`src/rtl/ps2_rx.sv`:
```
// ps2_rx: PS/2 frame receiver in the clk domain. Synchronises and de-glitches
//   the raw PS/2 clock/data lines, frames start + 8 data (LSB first) + odd
//   parity + stop, and strobes each validated scan-code byte for one cycle.
// Latency: a clean raw ps2_clk fall is seen ~2 + FILTER_LEN cycles later;
//   data_valid / frame_err are registered, one cycle after the stop-bit fall.
// Backpressure: none; the consumer must take data_out on the data_valid pulse
//   (data_out holds until the next good frame).
// Ports:
//   clk, rst       - system clock, asynchronous active-high reset
//   ps2_clk        - raw PS/2 clock line      ps2_data - raw PS/2 data line
//   data_out[7:0]  - last valid scan code     data_valid - 1-cycle new-byte strobe
//   frame_err      - 1-cycle parity/stop/timeout error strobe
//   busy           - high while a frame is in progress
// Build option: define PS2_RX_PARITY_EN to reject frames with bad odd parity;
//   otherwise the parity bit slot is consumed but not checked.

module ps2_rx #(
  parameter int FILTER_LEN = 4,       // 1..15 samples to accept a clock level
  parameter int TIMEOUT    = 100000   // clk cycles allowed between falls
) (
  input  logic       clk,
  input  logic       rst,
  input  logic       ps2_clk,
  input  logic       ps2_data,
  output logic [7:0] data_out,
  output logic       data_valid,
  output logic       frame_err,
  output logic       busy
);

  localparam int TW = $clog2(TIMEOUT + 1);

  typedef enum logic [1:0] {IDLE, DATA, PARITY, STOP} state_t;

  // ---------------------------------------------------------------------
  // Synchronisers, reset to the idle bus level
  // ---------------------------------------------------------------------
  logic [1:0] clk_sync_q;
  logic [1:0] dat_sync_q;
  logic       clk_s;
  logic       dat_s;

  always_ff @(posedge clk or posedge rst) begin
    if (rst) begin
      clk_sync_q <= 2'b11;
      dat_sync_q <= 2'b11;
    end else begin
      clk_sync_q <= {clk_sync_q[0], ps2_clk};
      dat_sync_q <= {dat_sync_q[0], ps2_data};
    end
  end

  assign clk_s = clk_sync_q[1];
  assign dat_s = dat_sync_q[1];

  // ---------------------------------------------------------------------
  // Clock de-glitch filter: clk_f follows clk_s only after clk_s has
  // disagreed with it for FILTER_LEN consecutive cycles.
  // ---------------------------------------------------------------------
  logic       clk_f_q, clk_f_d;
  logic [3:0] run_q, run_d;
  logic       fall;

  always_comb begin
    clk_f_d = clk_f_q;
    run_d   = 4'd0;
    if (clk_s != clk_f_q) begin
      if (run_q == 4'(FILTER_LEN - 1)) begin
        clk_f_d = clk_s;
      end else begin
        run_d = run_q + 4'd1;
      end
    end
  end

  always_ff @(posedge clk or posedge rst) begin
    if (rst) begin
      clk_f_q <= 1'b1;
      run_q   <= 4'd0;
    end else begin
      clk_f_q <= clk_f_d;
      run_q   <= run_d;
    end
  end

  // The fall is flagged in the cycle the filter decides to switch, so the
  // data line is sampled alongside it with no extra register stage.
  assign fall = clk_f_q & ~clk_f_d;

  // ---------------------------------------------------------------------
  // Framing FSM and inter-edge timeout
  // ---------------------------------------------------------------------
  state_t        state_q, state_d;
  logic [2:0]    bit_q, bit_d;
  logic [7:0]    shift_q, shift_d;
  logic [7:0]    dout_q, dout_d;
  logic          valid_q, valid_d;
  logic          err_q, err_d;
  logic [TW-1:0] tmo_q, tmo_d;
  logic          tmo_hit;
  logic          par_ok;

`ifdef PS2_RX_PARITY_EN
  logic par_q, par_d;

  always_ff @(posedge clk or posedge rst) begin
    if (rst) par_q <= 1'b0;
    else     par_q <= par_d;
  end

  // Odd parity: data bits plus parity bit hold an odd number of ones.
  assign par_ok = ^{shift_q, par_q};
`else
  // Parity slot still advances the FSM; its value is not used.
  assign par_ok = 1'b1;
`endif

  assign tmo_hit = (state_q != IDLE) && (tmo_q == TW'(TIMEOUT));

  always_comb begin
    state_d = state_q;
    bit_d   = bit_q;
    shift_d = shift_q;
    dout_d  = dout_q;
    valid_d = 1'b0;
    err_d   = 1'b0;
`ifdef PS2_RX_PARITY_EN
    par_d   = par_q;
`endif

    if (fall || state_q == IDLE) begin
      tmo_d = '0;
    end else if (tmo_q != TW'(TIMEOUT)) begin
      tmo_d = tmo_q + 1'b1;
    end else begin
      tmo_d = tmo_q;
    end

    // A fall coinciding with the timeout wins over the timeout.
    if (fall) begin
      case (state_q)
        IDLE: begin
          // A high data line at a fall is a spurious edge, not a start bit.
          if (!dat_s) begin
            state_d = DATA;
            bit_d   = 3'd0;
          end
        end
        DATA: begin
          shift_d = {dat_s, shift_q[7:1]};
          bit_d   = bit_q + 3'd1;
          if (bit_q == 3'd7) state_d = PARITY;
        end
        PARITY: begin
`ifdef PS2_RX_PARITY_EN
          par_d   = dat_s;
`endif
          state_d = STOP;
        end
        STOP: begin
          state_d = IDLE;
          if (dat_s && par_ok) begin
            dout_d  = shift_q;
            valid_d = 1'b1;
          end else begin
            err_d = 1'b1;
          end
        end
        default: state_d = IDLE;
      endcase
    end else if (tmo_hit) begin
      state_d = IDLE;
      err_d   = 1'b1;
    end
  end

  always_ff @(posedge clk or posedge rst) begin
    if (rst) begin
      state_q <= IDLE;
      bit_q   <= 3'd0;
      shift_q <= 8'h00;
      dout_q  <= 8'h00;
      valid_q <= 1'b0;
      err_q   <= 1'b0;
      tmo_q   <= '0;
    end else begin
      state_q <= state_d;
      bit_q   <= bit_d;
      shift_q <= shift_d;
      dout_q  <= dout_d;
      valid_q <= valid_d;
      err_q   <= err_d;
      tmo_q   <= tmo_d;
    end
  end

  assign data_out   = dout_q;
  assign data_valid = valid_q;
  assign frame_err  = err_q;
  assign busy       = (state_q != IDLE);

endmodule

```
`config.mk`:
```
export PLATFORM = sky130hd
export DESIGN_NAME = ps2_rx
export DESIGN_NICKNAME = d
export VERILOG_FILES = /design/src/rtl/ps2_rx.sv
export SDC_FILE = /design/constraint.sdc
export NUM_CORES = 1
export LEC_CHECK = 0
export ABC_AREA = 1
export ABC_CLOCK_PERIOD_IN_PS = 3320
export CELL_PAD_IN_SITES_DETAIL_PLACEMENT = 1
export CELL_PAD_IN_SITES_GLOBAL_PLACEMENT = 1
export CORE_MARGIN = 4
export CORE_UTILIZATION = 40
export DETAILED_ROUTE_END_ITERATION = 8
export DONT_BUFFER_PORTS = 1
export PLACE_DENSITY_LB_ADDON = 0.1
export SYNTH_ARGS = -nofsm -noshare
export SYNTH_HDL_FRONTEND = slang
export SYNTH_SLANG_ARGS = --single-unit
```
`constraint.sdc`:
```
create_clock -name clk -period 3.32 [get_ports clk]
set_input_delay 0.166 -clock clk [delete_from_list [all_inputs] [get_ports clk]]
set_output_delay 0.166 -clock clk [all_outputs]
set_load 0.005 [all_outputs]
```
== Word level (Yosys, flattened, before mapping) ==
Cells that the tools add are included.

* RAM bits: 0
* Output and inout bits: 11
* Bits in latches: 0
* Bits in registers: 49
* Memories kept: 0
* Bits of input ports: 4
* Memory bits (read-only): 0

* Shifts and indexed selects: 0
* Mux-type cells: 20
* Reduce and logical (&&, ||, !) cells: 11
* Magnitude comparators: 0
* Add/subtract/negate cells: 3
* Bitwise operators: 2
* Div/mod/pow operators: 0
* Equal/unequal tests: 11
* Multiply operators: 0

{| class="wikitable"
|+ Operators with widths
! cell !! number
|-
| 2-to-1 mux 17 bit || 2
|-
| adder 17 x 1 -> 17 bit, second input constant || 1
|-
| == test 17 bit, second input constant || 1
|-
| inequality test 17 bit, second input constant || 1
|-
| 2-to-1 mux 1 bit || 9
|-
| AND reduction 3 bit || 3
|-
| 2-to-1 mux 2 bit || 4
|-
| 2-to-1 mux 4 bit || 2
|-
| case mux 2 bit (4 select lines) || 1
|-
| nonzero test 2 bit || 4
|-
| inequality test 3 bit, second input constant || 2
|-
| case mux 3 bit (2 select lines) || 1
|-
| adder 4 x 1 -> 4 bit, second input constant || 1
|-
| == test 2 bit, second input constant || 2
|-
| == test 4 x 2 -> 1 bit, second input constant || 1
|-
| adder 3 x 1 -> 3 bit, second input constant || 1
|-
| == test 3 bit, second input constant || 1
|-
| 2-to-1 mux 3 bit || 1
|-
| == test 2 x 1 -> 1 bit, second input constant || 1
|-
| zero test 2 bit || 1
|-
| inequality test 2 bit, second input constant || 1
|-
| AND reduction 2 bit || 1
|-
| AND 1 bit || 1
|-
| logical AND 1 bit || 1
|-
| other kinds (3) || 3
|}

== Logic depth before layout (Yosys ltp) ==
Gate-level depths: netlist of run 1.

* Depth after elaboration: 7
* Depth in mapped cells: 10
* Mapped depth without buffers: 10

== Least setup slack after synthesis of run 1 ==
OpenSTA, ideal clock, no wires.

* Kind: register to register
* From: reg state_q[0]
* To: reg state_q[0]
* Cell stages (with the launch flop): 11
* Data arrival time: 1.369 ns
* Slack: 1.834 ns
* Required time: 3.203 ns
* Cells stage by stage: dfrtp_1 -> inv_1 -> ha_1 -> inv_1 -> nand2_1 -> nor2_1 -> nand3_1 -> o21ai_1 -> nand2_1 -> nand2_1 -> nand2_1

* Word-level cells in the longest chain between the ends: 4
* Elaborated cells on any way between the ends: 12

{| class="wikitable"
|+ Ends and longest elaborated chain
! element !! line !! RTL
|-
| from (decl) || 93 || <nowiki>state_t state_q, state_d;</nowiki>
|-
| from (signal assigned) || 187 || <nowiki>state_q <= state_d;</nowiki>
|-
| nonzero test 2 bit || n/a ||
|-
| net busy || 28 || <nowiki>output logic busy</nowiki>
|-
| logical AND 1 bit || 118 || <nowiki>assign tmo_hit = (state_q != IDLE) && (tmo_q == TW'(TIMEOUT));</nowiki>
|-
| nonzero test 2 bit (no source line) || n/a ||
|-
| AND reduction 3 bit (no source line) || n/a ||
|}

The timed path passes the listed nets, and every way through them passes these cells.
A chain may end at the register's enable or synchronous reset.

== Worst setup path in the final report of run 1 ==
* From: reg state_q[0]
* To: reg state_q[1]

The elaborated chain is that of the path after synthesis.

==> key figures, run 1 <==
Worst setup path
  • Critical Path Source Type: flop
  • Worst stage delay on the critical path: between 0.4 and 0.5 ns
  • CP required: 3.53 ns
  • Worst reg2reg path endpoint: state_q[1]
  • WS Path Type: flop to flop
  • FF-to-FF setup slack: between 1 and 1.5 ns
  • CP max FO: 4
  • Slowest cell on the critical path: dfrtp_1
  • Worst-path cell chain: inv_1 -> ha_1 -> inv_1 -> nand2_1 -> nor2_1 -> nand3_1 -> o21ai_1 -> nand2_1 -> nand2_1 -> nand2_1
  • Reg2reg path depth: 10
  • Crit end category: flop
  • Worst Path Arrival: about 2.0 ns
  • Buffer and inverter count on the worst path: 2
  • R2R Path Start: state_q[0]
  • CP delay by family, top: simple AND/OR/NAND/NOR gates
  • CP dominant cell by count: nand2_1

STA
  • Clk_skew: between 0.01 and 0.015 ns
  • RSZ-0062 raised after global routing: false
  • Max-slew violation count: 0
  • TNS Setup: 0 ns
  • Fmax: ~550 MHz
  • Setup-failing EPs final: 0
  • Worst hold slack: -0.0213 ns
  • Min Tclk post-route: about 1.8 ns
  • Worst slew pin tran: approximately 1.0 ns
  • Relative slew margins: between 30% and 40%
  • Final Hold Fails: 39
  • Period utilization: 55.1%

Placed design
  • DP HPWL: around 4 mm
  • RD Place Congestion: 0.814
  • PortBufs: 0
  • DP Cell Count: 354

Power and ir drop
  • Sequential Power Share: between 50% and 60%
  • Sw Share: 27.2%
  • Logic gate share of total power: 7.7%
  • LEAKAGE: about 1.2 nW
  • Switch Pwr: 0.000302 W
  • Cell-internal power: about 0.00081 W
  • Clock Power Share: 35.0%
  • Pwr Density: roughly 430 mW/mm2
  • Peak VDD IR: 0.000218 V

Routing
  • ANT nets after route: 0
  • Max layer used: met4
  • WL met2: between 2 and 2.5 mm
  • Drt drc: 0
  • Met3 wire len: between 150 and 200 um
  • Vias after detailed routing: 1,802
  • Met1 Wirelength: approximately 2.6 mm
  • Routed WL per cell: ~14 um
  • Final WL: 5.19 mm
  • Initial drt markers: slightly above 70
  • Initial DRT Pass Iterations: 4
  • Vias per inst: about 5.0

Layout
  • Most common cell after layout, fill and taps aside: nand2_1
  • Final cell count without fillers: about 360
  • Area delta synth->final: 8.04%
  • Fin nets: between 300 and 400
  • Share of cells above drive strength 1: 12.5%
  • Most frequent cells in the layout: nand2_1 (69), dfrtp_1 (44), nor2_1 (35)
  • Fin util: around 44%
  • Ant diodes: 0

Floorplan
  • Die Height: about 86 um
  • Row Count: 28
  • Die Width: between 80 and 90 um
  • Die area: 0.00733 mm2
  • Starting Density: 41.0%
  • Core Box Area: 0.00589 mm2
  • Top Ports: 15

Yosys
  • Cell area after synthesis: 0.00241 mm2
  • Register area share after synthesis: 51.1%
  • Mapped Avg Cell Area: approximately 8.5 um2
  • Cells after synthesis: about 280
  • Net count after synthesis: 296
  • Synth area leaders: dfrtp_1 (46%), nand2_1 (11%), dfstp_2 (5.4%), nor2_1 (5.4%), inv_1 (5.3%)
  • Top_reg_cell synth: dfrtp_1
  • Yosys top cell area share: roughly 46%
  • Async set-reset flop share out of synthesis: 100%
  • Synthesized flop and latch total: approximately 50
  • Syn. warnings: 0
  • Yosys top cell by area: dfrtp_1
  • Number of synthesized flops with an enable pin: 0
  • Netlist cell types: 35

GRT
  • Total grt overflow: 0
  • Largest net degree at the start of global routing: 50
  • GRT Util Overall: 16.0%
  • First-pass GRT wire length: between 9 and 10 mm
  • Vias in the first global route: approximately 2,000
  • Antenna violations before repair: 0

Run status
  • Status: finished, violations left
  • Failing checks: negative hold slack

Clock network
  • CTS max path bufs: 2
  • Num Clock Sinks: 49
  • Number of H-tree levels: 2
  • CTS Buf Count: 5
  • CTS resizes: 0
  • TritonCTS clock tree: yes
  • CTS root buf: clkbuf_8
  • Reg clk slew, reported paths: 0.10 ns
  • Clock Latency Late Sink: between 0.3 and 0.4 ns

Worst hold path
  • Hold Crit Class: input pin to asynchronous set/reset pin

Run
  • Max-Cap Viols: 0
==> cell usage after synthesis, types with 2 or more instances <==
master,count
a21oi_1,11
buf_2,2
dfrtp_1,44
dfstp_2,5
ha_1,10
inv_1,34
inv_2,4
nand2_1,69
nand2_2,3
nand3_1,11
nand4_1,4
nor2_1,35
nor2_2,4
nor2_4,3
nor3_1,2
o21ai_0,10
o21ai_1,12
xor2_1,2
==> state kept, by name, indices dropped and copies added (netlist names) <==
signal and flops:
clk_sync_q 2, clk_f_q 1, data_valid 1, tmo_q 17, data_out 8, state_q 2
run_q 4, shift_q 8, dat_sync_q 2, frame_err 1, bit_q 3
==> cells by family (layout without fill, tap and decap cells) <==
logic type	after synthesis	after routing	synth area share [%]
buf+inv	42	49	6.85
compound gates	39	39	8.98
flops	49	49	51.1
fa+ha+maj	10	10	5.19
simple gates	139	139	26.8
xor+xnor	3	3	1.09
==> how the worst max path moves through the flow <==
stage          startpoint         end  cells after the start
2_1_floorplan  state_q[0]  state_q[0]                     10
4_1_cts        state_q[0]  state_q[1]                     10
3_5_place_dp   state_q[0]  state_q[1]                     10
6_report       state_q[0]  state_q[1]                     10
5_1_grt        state_q[1]  state_q[1]                     10
3_3_place_gp   state_q[0]  state_q[1]                     10
==> through the flow <==
stage	setup WS (ns)	hold slack (ns)	power (W)	cell area, um2
floorplan	1.83	0.170	0.000710	2410
global placement	1.60	0.171	0.000729	2490
detailed placement	1.47	0.171	0.000733	2490
CTS	1.45	0.00996	0.00113	2610
global route	1.22	0.0418	0.00117	2610
finish	1.49	-0.0213	0.00111	2610
==> layout make-up <==
type	count	area (um2)
well taps	75	93.8
inverters	39	148
multi-input cells	191	1010
repair buffers	2	20.0
fillers	726	3280
clock buffers	5	68.8
flip-flops and latches	49	1230
clock inverters	3	28.8
==> timing repair <==
action                                  CTS  global route
endpoints found under the setup margin    0             0
setup buffers                             0             0
hold endpoints to repair                  2             0
hold buffers                              2             0
==> power groups by stage <==
stage                     clock [W]  combinational (W)  sequential [W]
after floorplan                   0          0.0000653        0.000645
after global placement            0          0.0000817        0.000647
after detailed placement          0          0.0000846        0.000648
after CTS                  0.000407          0.0000872        0.000636
after global routing       0.000437          0.0000960        0.000639
final                      0.000389          0.0000852        0.000636
==> layer usage <==
layer | vias to the layer above | global-route usage (%)
met3 | 6 | 3.55
met1 | 872 | 21.4
met2 | 21 | 26.8
met4 | 0 | 3.02
li1 | 903 | -
met5 | - | 0
(Power assumes the default switching activity.)
==> inputs of run 2 (changes only) <==
Settings changed: ABC_CLOCK_PERIOD_IN_PS 3320 to 1700.
Clock period 3.32 ns to 1.7 ns, I/O delays scaled along.
==> key figures, run 2 (synthesized netlist as in run 1, its figures left out) <==
Power and ir drop
  • Peak VDD IR: 0.000364 V (+67%)
  • LEAKAGE: 1.21 nW (+2.5%)
  • Pwr Density: 793 mW/mm2 (+86%)

Worst setup path
  • Worst Path Arrival: 1.86 ns (-0.18 ns)
  • WS Path Type: flop to flop
  • Crit end category: flop
  • CP required: 1.93 ns (-1.60 ns)
  • CP max FO: 4 (unchanged)
  • Critical Path Source Type: flop
  • R2R Path Start: state_q[0]
  • CP Launch Point: state_q[0]

Clock network
  • Number of H-tree levels: 2 (unchanged)
  • Reg clk slew, reported paths: 0.10 ns (about the same)
  • Num Clock Sinks: 49 (unchanged)
  • TritonCTS clock tree: yes
  • CTS max path bufs: 2 (unchanged)
  • CTS root buf: clkbuf_8
  • CTS Buf Count: 5 (unchanged)
  • Clock Latency Late Sink: 0.31 ns (about the same)

Layout
  • Ant diodes: 0 (unchanged)
  • Largest reg by FF count: tmo_q
  • Most common cell after layout, fill and taps aside: nand2_1
  • Fin nets: 309 (+2.3%)
  • Share of cells above drive strength 1: 16.2% (+3.8 points)
  • Area delta synth->final: 10.9%
  • Most frequent cells in the layout: nand2_1 (69), dfrtp_1 (44), nor2_1 (35)
  • Number of flip-flops under the largest register name: 17 (unchanged)

STA
  • RSZ-0062 raised after global routing: true
  • Min Tclk post-route: 1.63 ns (-0.198 ns)
  • Period utilization: 96.0% (+41 points)
  • Relative slew margins: 63.8% (+33 points)
  • Clk_skew: 0.00972 ns (-0.00115 ns)
  • Worst slew pin tran: 0.542 ns (-0.500 ns)
  • Setup-failing EPs final: 0 (unchanged)
  • Worst hold slack: 0.276 ns (+0.297 ns)
  • Max-slew violation count: 0 (unchanged)
  • Fmax: 613 MHz (+12%)
  • Final Hold Fails: 0 (-100%)
  • Final WS setup: 0.0677 ns (-1.42 ns)

Floorplan
  • Core Box Area: 0.00589 mm2 (unchanged)
  • Top Ports: 15 (unchanged)
  • Die area: 0.00733 mm2 (unchanged)
  • Starting Density: 41.0% (unchanged)
  • Die Width: 85.6 um (unchanged)
  • Die Height: 85.6 um (unchanged)
  • Row Count: 28 (unchanged)

Routing
  • Final WL: 5.51 mm (+6.3%)
  • Vias after detailed routing: 1,829 (+1.5%)
  • Routed WL per cell: 14.9 um (+4.3%)
  • Initial drt markers: 44 (-39%)
  • Vias per inst: 4.93 (-0.42%)
  • ANT nets after route: 0 (unchanged)
  • Drt drc: 0 (unchanged)
  • Initial DRT Pass Iterations: 4 (unchanged)

Worst hold path
  • Hold Crit Class: input pin to asynchronous set/reset pin

GRT
  • First-pass GRT wire length: 9.59 mm (+1.1%)
  • Antenna violations before repair: 0 (unchanged)
  • Vias in the first global route: 1,963 (+0.26%)
  • Total grt overflow: 0 (unchanged)
  • GRT Util Overall: 16.5% (+0.59 points)
  • Largest net degree at the start of global routing: 27 (-46%)

Placed design
  • Pre-CTS setup slack: -0.00648 ns (-1.47 ns)
  • RD Place Congestion: 0.790 (-2.9%)
  • PortBufs: 0 (unchanged)
  • DP HPWL: 4.17 mm (+5.7%)

Run status
  • Status: completed

Run
  • Max-Cap Viols: 0 (unchanged)
==> run 2: stage by stage <==
step / cells / setup TNS, ns / total power, W / cell area [um2] / util (%)
5_1_grt: 371 / -0.112 / 0.00224 / 2680 / 45.5
2_1_floorplan: 282 / 0 / 0.00139 / 2410 / -
3_5_place_dp: 358 / -0.0124 / 0.00143 / 2520 / 42.8
3_3_place_gp: 358 / 0 / 0.00143 / 2520 / 42.8
6_report: 371 / 0 / 0.00212 / 2680 / 45.5
4_1_cts: 369 / -0.00927 / 0.00216 / 2640 / 44.9
==> run 2: final cells by class <==
| class | instances | area (um2) |
|---|---|---|
| Fill cell | 713 | 3210 |
| Sequential cell | 49 | 1230 |
| Multi-Input combinational cell | 191 | 1030 |
| Inverter | 39 | 148 |
| Tap cell | 75 | 93.8 |
| Timing Repair Buffer | 9 | 75.1 |
| Clock buffer | 5 | 68.8 |
| Clock inverter | 3 | 22.5 |
==> run 2: worst max-delay path, cell delays in order, from the launching register on <==
cell and delay, ns:
dfrtp_1 0.44, inv_2 0.08, ha_2 0.21, inv_2 0.09
nand2_1 0.06, nor2_1 0.11, nand3_1 0.12, nor2_1 0.25
a21oi_1 0.07, a21oi_1 0.12
==> run 2: per-layer routing <==
metal | track usage (%) | share of wire (%) | vias up
li1 | - | - | 922
met1 | 24.0 | 51 | 886
met2 | 25.1 | 45 | 14
met3 | 3.27 | 2.5 | 7
met4 | 4.75 | 1.2 | 0
met5 | 0 | 0 | -
==> run 2: path summary, 6_finish.rpt <==
kind / end / slack [ns] / cells past startpoint
worst max-delay path: tmo_q[0] / 0.07 / 9
worst min-delay path: data_valid / 0.28 / 2
worst max register to register: tmo_q[0] / 0.07 / 9
worst min register to register: dat_sync_q[1] / 0.36 / 0
max in group asynchronous: dat_sync_q[0] / 0.75 / 3
min in group clk: dat_sync_q[0] / 0.32 / 1
==> run 2: repair_timing <==
| action | in CTS | in global routing |
|---|---|---|
| resized for setup | 1 | 7 |
| pin swaps | 0 | 2 |
| buffers inserted | 0 | 2 |
| hold buffers | 3 | 0 |
| gates cloned | 0 | 0 |
| endpoints found under the setup margin | 2 | 15 |
| endpoints found under the hold margin | 23 | 0 |
==> run 2: report_power, final <==
| part | internal [W] | total (W) | switching, W |
|---|---|---|---|
| registers | 0.00122 | 0.00124 | 0.0000268 |
| clock network | 0.000293 | 0.000708 | 0.000415 |
| logic | 0.0000577 | 0.000169 | 0.000111 |
==> inputs of run 3 (changes only) <==
Settings changed: CAP_MARGIN set to 10, SETUP_SLACK_MARGIN set to 0.1, TNS_END_PERCENT set to 1.
==> key figures, run 3 (synthesized netlist as in run 1, its figures left out) <==
Routing
  • Vias after detailed routing: 1,862 (+1.8%)
  • Drt drc: 0 (unchanged)
  • Vias per inst: 4.90 (-0.61%)
  • Routed WL per cell: 15.0 um (+0.82%)
  • Initial DRT Pass Iterations: 4 (unchanged)
  • Final WL: 5.69 mm (+3.3%)
  • ANT nets after route: 0 (unchanged)
  • Initial drt markers: 56 (+27%)

Layout
  • Most frequent cells in the layout: nand2_1 (68), dfrtp_1 (44), nor2_1 (32)
  • Ant diodes: 0 (unchanged)
  • Fin nets: 318 (+2.9%)
  • Largest reg by FF count: tmo_q
  • Area delta synth->final: 15.5%
  • Design Area, Final: 0.00278 mm2 (+4.1%)
  • Share of cells above drive strength 1: 21.3% (+5.1 points)
  • Number of flip-flops under the largest register name: 17 (unchanged)
  • Most common cell after layout, fill and taps aside: nand2_1

Placed design
  • RD Place Congestion: 0.790 (unchanged)
  • PortBufs: 0 (unchanged)
  • DP HPWL: 4.17 mm (unchanged)
  • Placed Instance Area: 0.00252 mm2 (unchanged)
  • Pre-CTS setup slack: -0.00648 ns (unchanged)

Worst setup path
  • Worst-path cell chain: ha_2 -> nand2_1 -> nor2_4 -> inv_2 -> nor2_4 -> nand2_2 -> nor2_1 -> nand2_1 -> nand2_1 -> nor2_1
  • Slowest cell on the critical path: dfrtp_1
  • CP max FO: 4 (unchanged)
  • WS Path Type: flop to flop
  • CP delay by family, top: simple AND/OR/NAND/NOR gates
  • CP required: 1.90 ns (-0.03 ns)
  • Worst stage delay on the critical path: 0.40 ns (-0.04 ns)
  • Critical Path Source Type: flop
  • FF-to-FF setup slack: 0.19 ns (+0.12 ns)
  • CP dominant cell by count: nand2_1
  • Buffer and inverter count on the worst path: 1 (-1)
  • Worst Path Arrival: 1.71 ns (-0.15 ns)
  • Crit end category: flop

Run
  • Max-Cap Viols: 0 (unchanged)

Floorplan
  • Starting Density: 41.0% (unchanged)
  • Die Width: 85.6 um (unchanged)
  • Die area: 0.00733 mm2 (unchanged)
  • Die Height: 85.6 um (unchanged)
  • Row Count: 28 (unchanged)
  • Top Ports: 15 (unchanged)
  • Core Box Area: 0.00589 mm2 (unchanged)

STA
  • Relative slew margins: 64.1% (+0.23 points)
  • Fmax: 663 MHz (+8.3%)
  • Max-slew violation count: 0 (unchanged)
  • Final Hold Fails: 0 (unchanged)
  • Final WS setup: 0.192 ns (+0.125 ns)
  • Worst slew pin tran: 0.538 ns (-0.00347 ns)
  • Min Tclk post-route: 1.51 ns (-0.125 ns)
  • Period utilization: 88.7% (-7.3 points)
  • Clk_skew: 0.0102 ns (+0.000440 ns)
  • Setup-failing EPs final: 0 (unchanged)
  • RSZ-0062 raised after global routing: true
  • Worst hold slack: 0.271 ns (-0.00504 ns)

Power and ir drop
  • Cell-internal power: 0.00157 W (+0.39%)
  • Sequential Power Share: 58.2% (-0.5 points)
  • Clock Power Share: 33.3% (about the same)
  • Sw Share: 26.4% (+0.32 points)
  • Peak VDD IR: 0.000366 V (+0.78%)
  • Logic gate share of total power: 8.6% (+0.6 points)
  • Pwr Density: 768 mW/mm2 (-3.1%)
  • Switch Pwr: 0.000564 W (+2.1%)
  • LEAKAGE: 1.25 nW (+3.7%)

GRT
  • First-pass GRT wire length: 9.67 mm (+0.85%)
  • Vias in the first global route: 1,989 (+1.3%)
  • Total grt overflow: 0 (unchanged)
  • GRT Util Overall: 16.7% (+0.14 points)
  • Antenna violations before repair: 0 (unchanged)
  • Largest net degree at the start of global routing: 27 (unchanged)

Clock network
  • CTS max path bufs: 2 (unchanged)
  • Number of H-tree levels: 2 (unchanged)
  • CTS root buf: clkbuf_8
  • CTS Buf Count: 5 (unchanged)
  • Reg clk slew, reported paths: 0.10 ns (about the same)
  • Num Clock Sinks: 49 (unchanged)
  • TritonCTS clock tree: yes
  • Clock Latency Late Sink: 0.31 ns (about the same)

Worst hold path
  • Hold Crit Class: input pin to asynchronous set/reset pin

Run status
  • Status: completed
==> run 3: cell types whose count changed in the layout (fill, tap and decap cells not counted), sizes merged <==
cell / change
buf: +9
==> run 3: worst paths after layout <==
check,cells past startpoint,to,start
max in group asynchronous,3,dat_sync_q[0],rst
min,2,data_valid,rst
min reg2reg,0,dat_sync_q[1],dat_sync_q[0]
max reg2reg,10,tmo_q[16],tmo_q[0]
max,10,tmo_q[16],tmo_q[0]
min in group clk,1,dat_sync_q[0],ps2_data
==> run 3: through the flow <==
step / TNS (ns) / cells / util (%) / power, W
after global placement: 0 / 358 / 42.8 / 0.00143
after CTS: 0 / 371 / 45.2 / 0.00216
after floorplan: 0 / 282 / - / 0.00139
final: 0 / 380 / 47.3 / 0.00214
after global routing: 0 / 380 / 47.3 / 0.00226
after detailed placement: -0.0124 / 358 / 42.8 / 0.00143
==> run 3: metal layers <==
metal | vias up | GRT usage, % | share of wire [%]
li1 | 940 | - | -
met1 | 902 | 24.1 | 50
met2 | 13 | 25.5 | 46
met3 | 7 | 3.27 | 2.5
met4 | 0 | 4.89 | 1.2
met5 | - | 0 | 0
==> run 3: cell type report <==
class / instances / area (um2)
multi-input cells: 191 / 1070
well taps: 75 / 93.8
inverters: 39 / 153
repair buffers: 18 / 143
clock buffers: 5 / 68.8
fillers: 705 / 3100
flip-flops and latches: 49 / 1230
clock inverters: 3 / 22.5
==> run 3: what timing repair did <==
action / 4_1_cts / 5_1_grt
setup endpoints to repair: 7 / 28
resized for setup: 3 / 18
hold endpoints to repair: 23 / 0
setup buffers: 2 / 9
hold buffers: 3 / 0
pin swaps: 0 / 7
==> run 3: power by group through the flow <==
stage / Clock, W / Combinational, W / Sequential [W]
2_1_floorplan: 0 / 0.000128 / 0.00126
3_3_place_gp: 0 / 0.000163 / 0.00126
3_5_place_dp: 0 / 0.000163 / 0.00127
4_1_cts: 0.000744 / 0.000173 / 0.00124
5_1_grt: 0.000795 / 0.000213 / 0.00125
6_report: 0.000711 / 0.000183 / 0.00124
